**config.mk**
```make
export PLATFORM = sky130hd
export DESIGN_NAME = tpu_host_seq
export DESIGN_NICKNAME = d
export VERILOG_FILES = /design/src/rtl/tpu_host_seq.sv
export SDC_FILE = /design/constraint.sdc
export NUM_CORES = 1
export LEC_CHECK = 0
export BUFFER_PORTS_ARGS = -buffer_cell sky130_fd_sc_hd__clkbuf_2
export CAP_MARGIN = 20
export CORE_AREA = 2 2 110 112
export CTS_CLUSTER_DIAMETER = 60
export DETAILED_ROUTE_END_ITERATION = 8
export DIE_AREA = 0 0 112 114
export PLACE_DENSITY_LB_ADDON = 0.2
export SLEW_MARGIN = 25
export SYNTH_ARGS = -nofsm -noshare
export SYNTH_HDL_FRONTEND = slang
export SYNTH_SLANG_ARGS = --single-unit
```
**constraint.sdc**
```tcl
create_clock -name clk -period 2.09 [get_ports clk]
set_clock_uncertainty 0.1 [all_clocks]
set_input_delay 0.418 -clock clk [delete_from_list [all_inputs] [get_ports clk]]
set_output_delay 0.418 -clock clk [all_outputs]
set_load 0.02 [all_outputs]
```
**src/rtl/tpu_host_seq.sv**
```systemverilog
// Host-side command sequencer for the TPU memory-mapped port.
// Loads A and B rows, kicks compute, waits, then streams C rows out.
module tpu_host_seq #(
    parameter int BITS_AB  = 8,
    parameter int BITS_C   = 16,
    parameter int DIM      = 8,
    parameter int ADDRW    = 16,
    parameter int DATAW    = 64,
    parameter int WAIT_CYC = 22
) (
    input  logic             clk,
    input  logic             rst_n,
    input  logic             start,
    output logic             busy,
    output logic             done,
    input  logic             in_valid,
    input  logic [DATAW-1:0] in_data,
    output logic             in_ready,
    output logic             out_valid,
    output logic [DATAW-1:0] out_data,
    input  logic             out_ready,
    output logic             r_w,
    output logic [ADDRW-1:0] addr,
    output logic [DATAW-1:0] tpu_din,
    input  logic [DATAW-1:0] tpu_dout
);

    localparam int CW        = DIM * BITS_C / DATAW;
    localparam int NWORDS    = DIM * CW;
    localparam int ROW_BYTES = DIM * BITS_AB / 8;
    localparam int WORD_B    = DATAW / 8;
    localparam int CROW_B    = CW * WORD_B;
    localparam int CMAX      = (NWORDS > WAIT_CYC) ? NWORDS : WAIT_CYC;
    localparam int CNTW      = $clog2(CMAX + 1);

    localparam logic [ADDRW-1:0] A_BASE = ADDRW'(16'h0100);
    localparam logic [ADDRW-1:0] B_BASE = ADDRW'(16'h0200);
    localparam logic [ADDRW-1:0] C_BASE = ADDRW'(16'h0300);
    localparam logic [ADDRW-1:0] K_ADDR = ADDRW'(16'h0400);

    typedef enum logic [3:0] {
        S_IDLE,
        S_LOAD_A,
        S_LOAD_B,
        S_KICK,
        S_WAIT,
        S_RD_ISSUE,
        S_RD_CAP,
        S_RD_HOLD,
        S_DONE
    } state_t;

    state_t           r_state;
    state_t           w_state_nxt;
    logic [CNTW-1:0]  r_cnt;
    logic [CNTW-1:0]  w_cnt_nxt;
    logic [DATAW-1:0] r_out_data;
    logic             w_cap;
    logic [CNTW-1:0]  w_crow;
    logic [CNTW-1:0]  w_chalf;
    logic [ADDRW-1:0] w_row_off;
    logic [ADDRW-1:0] w_c_addr;

    // C word index splits into row and half-word within the row
    assign w_crow    = r_cnt / CNTW'(CW);
    assign w_chalf   = r_cnt % CNTW'(CW);
    assign w_row_off = ADDRW'(r_cnt) * ADDRW'(ROW_BYTES);
    assign w_c_addr  = C_BASE
                     + ADDRW'(w_crow) * ADDRW'(CROW_B)
                     + ADDRW'(w_chalf) * ADDRW'(WORD_B);

    assign busy      = (r_state != S_IDLE);
    assign out_valid = (r_state == S_RD_HOLD);
    assign out_data  = r_out_data;

    // State and shared row/wait/word counter
    always_ff @(posedge clk or negedge rst_n) begin
        if (!rst_n) begin
            r_state <= S_IDLE;
            r_cnt   <= '0;
        end else begin
            r_state <= w_state_nxt;
            r_cnt   <= w_cnt_nxt;
        end
    end

    // C word capture, one cycle after the read address cycle
    always_ff @(posedge clk or negedge rst_n) begin
        if (!rst_n) begin
            r_out_data <= '0;
        end else if (w_cap) begin
            r_out_data <= tpu_dout;
        end
    end

    // Next state, counter update and TPU bus drive
    always_comb begin
        w_state_nxt = r_state;
        w_cnt_nxt   = r_cnt;
        w_cap       = 1'b0;
        in_ready    = 1'b0;
        r_w         = 1'b0;
        addr        = '0;
        tpu_din     = '0;
        done        = 1'b0;
        unique case (r_state)
            S_IDLE: begin
                if (start) begin
                    w_state_nxt = S_LOAD_A;
                    w_cnt_nxt   = '0;
                end
            end
            S_LOAD_A: begin
                in_ready = 1'b1;
                if (in_valid) begin
                    r_w     = 1'b1;
                    addr    = A_BASE + w_row_off;
                    tpu_din = in_data;
                    if (r_cnt == CNTW'(DIM - 1)) begin
                        w_state_nxt = S_LOAD_B;
                        w_cnt_nxt   = '0;
                    end else begin
                        w_cnt_nxt = r_cnt + CNTW'(1);
                    end
                end
            end
            S_LOAD_B: begin
                in_ready = 1'b1;
                if (in_valid) begin
                    r_w     = 1'b1;
                    addr    = B_BASE + w_row_off;
                    tpu_din = in_data;
                    if (r_cnt == CNTW'(DIM - 1)) begin
                        w_state_nxt = S_KICK;
                        w_cnt_nxt   = '0;
                    end else begin
                        w_cnt_nxt = r_cnt + CNTW'(1);
                    end
                end
            end
            S_KICK: begin
                r_w         = 1'b1;
                addr        = K_ADDR;
                w_cnt_nxt   = '0;
                w_state_nxt = S_WAIT;
            end
            S_WAIT: begin
                if (r_cnt == CNTW'(WAIT_CYC - 1)) begin
                    w_state_nxt = S_RD_ISSUE;
                    w_cnt_nxt   = '0;
                end else begin
                    w_cnt_nxt = r_cnt + CNTW'(1);
                end
            end
            S_RD_ISSUE: begin
                addr        = w_c_addr;
                w_state_nxt = S_RD_CAP;
            end
            S_RD_CAP: begin
                w_cap       = 1'b1;
                w_state_nxt = S_RD_HOLD;
            end
            S_RD_HOLD: begin
                if (out_ready) begin
                    if (r_cnt == CNTW'(NWORDS - 1)) begin
                        w_state_nxt = S_DONE;
                    end else begin
                        w_cnt_nxt   = r_cnt + CNTW'(1);
                        w_state_nxt = S_RD_ISSUE;
                    end
                end
            end
            S_DONE: begin
                done        = 1'b1;
                w_state_nxt = S_IDLE;
            end
            default: begin
                w_state_nxt = S_IDLE;
            end
        endcase
    end

endmodule

```
======== Word level (Yosys, flattened, before mapping) ========
Cells that the tools add are included.
storage, ports and cells
  bits of input ports ..................... 133
  logic and storage cells ................. 60
  output and inout bits ................... 149
  register bits ........................... 73
cells by class
  equal/unequal tests ..................... 20
  reduce and logical (&&, ||, !) cells .... 6
  $add $sub $neg .......................... 5
  muxes and demuxes ....................... 26
operators with widths
  operator                                              number
  two-way mux 64 bit                                    2
  case mux 12 bit (4 select lines)                      1
  two-way mux 4 bit                                     8
  case mux 4 bit (8 select lines)                       1
  two-way mux 5 bit                                     6
  case mux 5 bit (5 select lines)                       1
  adder 10 x 8 -> 11 bit (first input constant)         2
  equality test 4 x 3 -> 1 bit (second input constant)  4
  inequality test 2 bit (second input constant)         7
  adder 11 x 4 -> 12 bit                                1
  two-way mux 11 bit                                    1
  adder 9 x 8 -> 10 bit (first input constant)          1
  two-way mux 10 bit                                    1
  equality test 4 x 2 -> 1 bit (second input constant)  2
  AND reduction 7 bit                                   1
  adder 5 x 1 -> 5 bit (second input constant)          1
  equality test 5 x 3 -> 1 bit (second input constant)  1
  equality test 5 x 4 -> 1 bit (second input constant)  1
  equality test 5 bit (second input constant)           1
  AND reduction 5 bit                                   1
  nonzero test 5 bit                                    1
  equality test 4 x 1 -> 1 bit (second input constant)  1
  equality test 4 bit (second input constant)           1
  logical NOT 4 bit                                     1
  5 further kinds                                       9

======== Logic depth before layout (Yosys ltp) ========
  word-level depth ........................ 4
  depth in mapped cells ................... 8
  depth with buffers taken out ............ 7

======== Worst setup path before layout ========
No wires, ideal clock.
  path kind ............................... register to register
  from .................................... reg r_cnt[0]
  to ...................................... reg r_cnt[2]
  path buffers ............................ 1
  period minus slack after synthesis ...... 2.244 ns
  arrival ................................. 2.026 ns
  library setup time ...................... 0.118 ns
  path slack .............................. -0.154 ns
  cell stages (with the launch flop) ...... 9
  required time ........................... 1.872 ns
  path through ............................ dfrtp_1 ha_1 and3_1 ha_1 o221ai_2 or3b_1 buf_6 o21bai_1 a21o_1
between the ends
  longest elaborated chain between the ends .. 4
  elaborated cells on any way between the ends .. 12
  those cells by class .................... 1 x add/sub; 4 x eq/ne; 6 x mux; 1 x reduce/logical
ends and longest elaborated chain
  element                                                               RTL line       RTL
  start, declared                                                       55             logic [CNTW-1:0] r_cnt;
  start signal, assigned                                                83             r_cnt <= w_cnt_nxt;
  adder 5 x 1 -> 5 bit or equality test 5 x 3 -> 1 bit (tied branches)  -
  two-way mux 5 bit (on tied branches)                                  165, 119, 133
  two-way mux 5 bit (on tied branches)                                  164, 115
  case mux 5 bit (5 select lines)                                       106            unique case (r_state)
Several ways; a longest one is shown, not always the timed one. The select of a mux whose other input is x is not followed.
A chain may end at the register's enable or synchronous reset.

======== Final worst setup path ========
  from .................................... reg r_state[0]
  to ...................................... out busy
between the ends
  longest elaborated chain between the ends .. 1
ends and longest elaborated chain
  element                 RTL line  RTL
  start, declared         53        state_t r_state;
  start signal, assigned  82        r_state <= w_state_nxt;
  nonzero test 4 bit      72        assign busy = (r_state != S_IDLE);
  end, declared           14        output logic busy,
Every way passes these cells.

==> results.sh <==
export IMPL_p_total_mw=8.120
export IMPL_ys_types=45
export IMPL_grt_antenna_before_repair=8
export IMPL_finalWirelength_um=14170
export IMPL_io_pins=282
export IMPL_grt_pass1_vias=3727
export IMPL_postLayoutCellArea_um2=6375
export IMPL_avgSynthCellArea_um2=11.73
export IMPL_post_drt_wl_per_cell_um=18.70
export IMPL_final_setup_tns_ns=-11.95
export IMPL_dp_hpwl_um=10470
export IMPL_reg2regPathDepth=8
export IMPL_postCtsHoldBufs=0
export IMPL_fin_nets=735
export IMPL_cts_buffer_depth=2
export IMPL_grt_pass1_wl_um=20620
export IMPL_yosysSeqAreaShare_pct=50.24
export IMPL_cts_tree="built"
export IMPL_grt_usage_pct=21.18
export IMPL_violations="setup timing"
export IMPL_start_kind="flip-flop"
export IMPL_path_class="flip-flop to primary output"
export IMPL_post_dp_cell_area_um2=5271
export IMPL_maxSlewViolCount=0
export IMPL_cap_violations=0
export IMPL_port_buffers=273
export IMPL_hp_class="primary input to asynchronous set/reset pin"
export IMPL_yosysWarnings=0
export IMPL_cp_end_kind="primary output"
export IMPL_row_count=40
export IMPL_synth_flop_cell="dfrtp_1"
export IMPL_synth_async_reset_ratio_pct=100.0
export IMPL_rr_startpoint="r_state[0]"
export IMPL_core_um2=11710
export IMPL_fin_crit_ns=2.311
export IMPL_rsz0062_at_grt="true"
export IMPL_reg2reg_slack_ns=-0.12
export IMPL_yosys_register_bits=73
export IMPL_fin_ws_ns=-0.2209
export IMPL_drive_gt1_share_pct=69.82
export IMPL_cts_sinks=73
export IMPL_vias_per_cell=4.873
export IMPL_hold_viol_final=0
export IMPL_setup_viol=79
export IMPL_r2r_end="r_cnt[3]"
export IMPL_gp_congestion=0.8654
export IMPL_finalCritPeriodShare_pct=110.6
export IMPL_cts_made_buffers=9
export IMPL_vias=3694
export IMPL_synthCells=310
export IMPL_post_route_drc_count=0
export IMPL_overflow=0
export IMPL_htreeDepth=3
export IMPL_drtIter0Drc=135
export IMPL_clk_pin_slew_worst_paths_ns=0.06
export IMPL_clock_fmax_ghz=0.4327
export IMPL_dr_pass1_iters=4
export IMPL_chipWidth_um=112
export IMPL_synth_edf_count=0
export IMPL_synth_area_um2=3636
export IMPL_grt_max_degree=74
export IMPL_peakVddDrop_mv=0.8595
export IMPL_die_h_um=114
export IMPL_cts_root_buf="clkbuf_16"
export IMPL_crit_required_ns=1.57
export IMPL_dp_cells=723
export IMPL_fin_cells=758
export IMPL_initial_core_util_pct=31.05
export IMPL_leakage_nw=3.391
export IMPL_clock_latency_ns=0.32
export IMPL_fillerInstances=1040
export IMPL_final_antenna_net_count=0
export IMPL_cp_arrival_ns=1.79
export IMPL_die_area_um2=12770
export IMPL_pwr_density_cell_nw_per_um2=1274
export IMPL_syn2layout_area_growth_pct=75.33
export IMPL_crit_fanout=3
export IMPL_status="finished, violations left"
-- critical path, stage by stage (launching register included) --
cell and delay [ns]:
dfrtp_2 0.44, buf_4 0.14, buf_6 0.11, or2_4 0.26, or3_4 0.38, buf_8 0.14
-- cells in the mapped netlist, types with 2 or more instances --
master,number,area share (%)
dfrtp_1,73,50
and3_1,65,11
mux2_2,58,18
clkbuf_1,12,1.2
buf_2,11,1.5
buf_4,9,1.9
nand2_1,9,0.93
nor2_1,7,0.72
and2_1,6,1.0
mux2_1,6,1.9
a21oi_1,4,0.55
a21o_1,3,0.62
ha_1,3,1.0
nand2b_1,3,0.52
nor3_1,3,0.41
o21ai_0,3,0.41
a211oi_1,2,0.41
buf_6,2,0.62
inv_1,2,0.21
nand3_1,2,0.28
nand4_1,2,0.34
o31ai_1,2,0.41
-- per-stage QoR --
stage | setup WS (ns) | hold slack, ns | util (%)
3_5_place_dp | -0.1062 | 0.3782 | 45.01
6_report | -0.2209 | 0.007323 | 54.43
2_1_floorplan | -0.02745 | 0.02241 | -
3_3_place_gp | -0.06554 | 0.3719 | 45.01
4_1_cts | -0.2436 | 0.02741 | 53.06
5_1_grt | -0.2619 | 0.04097 | 54.41
-- state kept, by name, indices dropped and copies added (netlist names) --
name	cells
out_data	64
r_state	4
r_cnt	5
-- layer usage --
layer	wire, um	track usage (%)	up-vias
li1	-	-	1677
met1	4612	20.51	1805
met2	7593	38.06	181
met3	1235	7.173	31
met4	731	14.63	0
met5	0	0	-
-- power breakdown --
group / switching [mW] / internal [mW]
sequential: 0.371 / 2.12
combinational: 2.18 / 1.82
clock: 0.591 / 1.04
-- placed cells by master (no fill, tap or decap), drive strengths merged, types with 3 or more instances in the layout --
cell type	instances
a21o	3
a21oi	4
and2	6
and3	65
buf	43
clkbuf	270
conb	8
dfrtp	73
diode	8
ha	3
inv	4
mux2	64
nand2	9
nand2b	3
nor2	8
nor3	3
o21ai	3
-- cells by family after synthesis --
group           count (synthesis)  synth area share (%)
mux                            64                 19.82
compound gates                 22                 4.577
simple gates                  110                 18.55
xor+xnor                        1                0.2409
buf+inv                        36                 5.437
flops                          73                 50.24
fa+ha+maj                       3                 1.032
other cells                     1                0.1031
-- worst max-delay path by stage --
| stage | start | slack [ns] | to |
|---|---|---|---|
| 2_1_floorplan | r_cnt[0] | -0.03 | r_cnt[2] |
| 3_3_place_gp | r_cnt[1] | -0.07 | r_cnt[2] |
| 3_5_place_dp | r_cnt[1] | -0.11 | r_cnt[2] |
| 4_1_cts | r_state[0] | -0.24 | tpu_din[36] |
| 5_1_grt | r_state[0] | -0.26 | tpu_din[36] |
| 6_report | r_state[0] | -0.22 | busy |
-- timing repair --
item                       in CTS  in global routing
hold endpoints to repair        0                  0
gates resized for setup       137                 36
buffers inserted                8                  2
pin swaps                      11                 13
cloned                          2                  0
setup endpoints to repair      79                 81
-- area by class of cell --
type                       instances  area, um2  share of cell area, %
tap                              147      183.9                  2.885
clock inverter                     6      90.09                  1.413
multi-input combinational        209       1864                  29.24
antenna                            8      20.02                 0.3140
sequential                        73       1831                  28.71
timing repair buffer             304       2153                  33.78
inverter                           2      7.507                 0.1178
clock buffer                       9      225.2                  3.533
No activity file was read; power rests on OpenSTA's default activity.
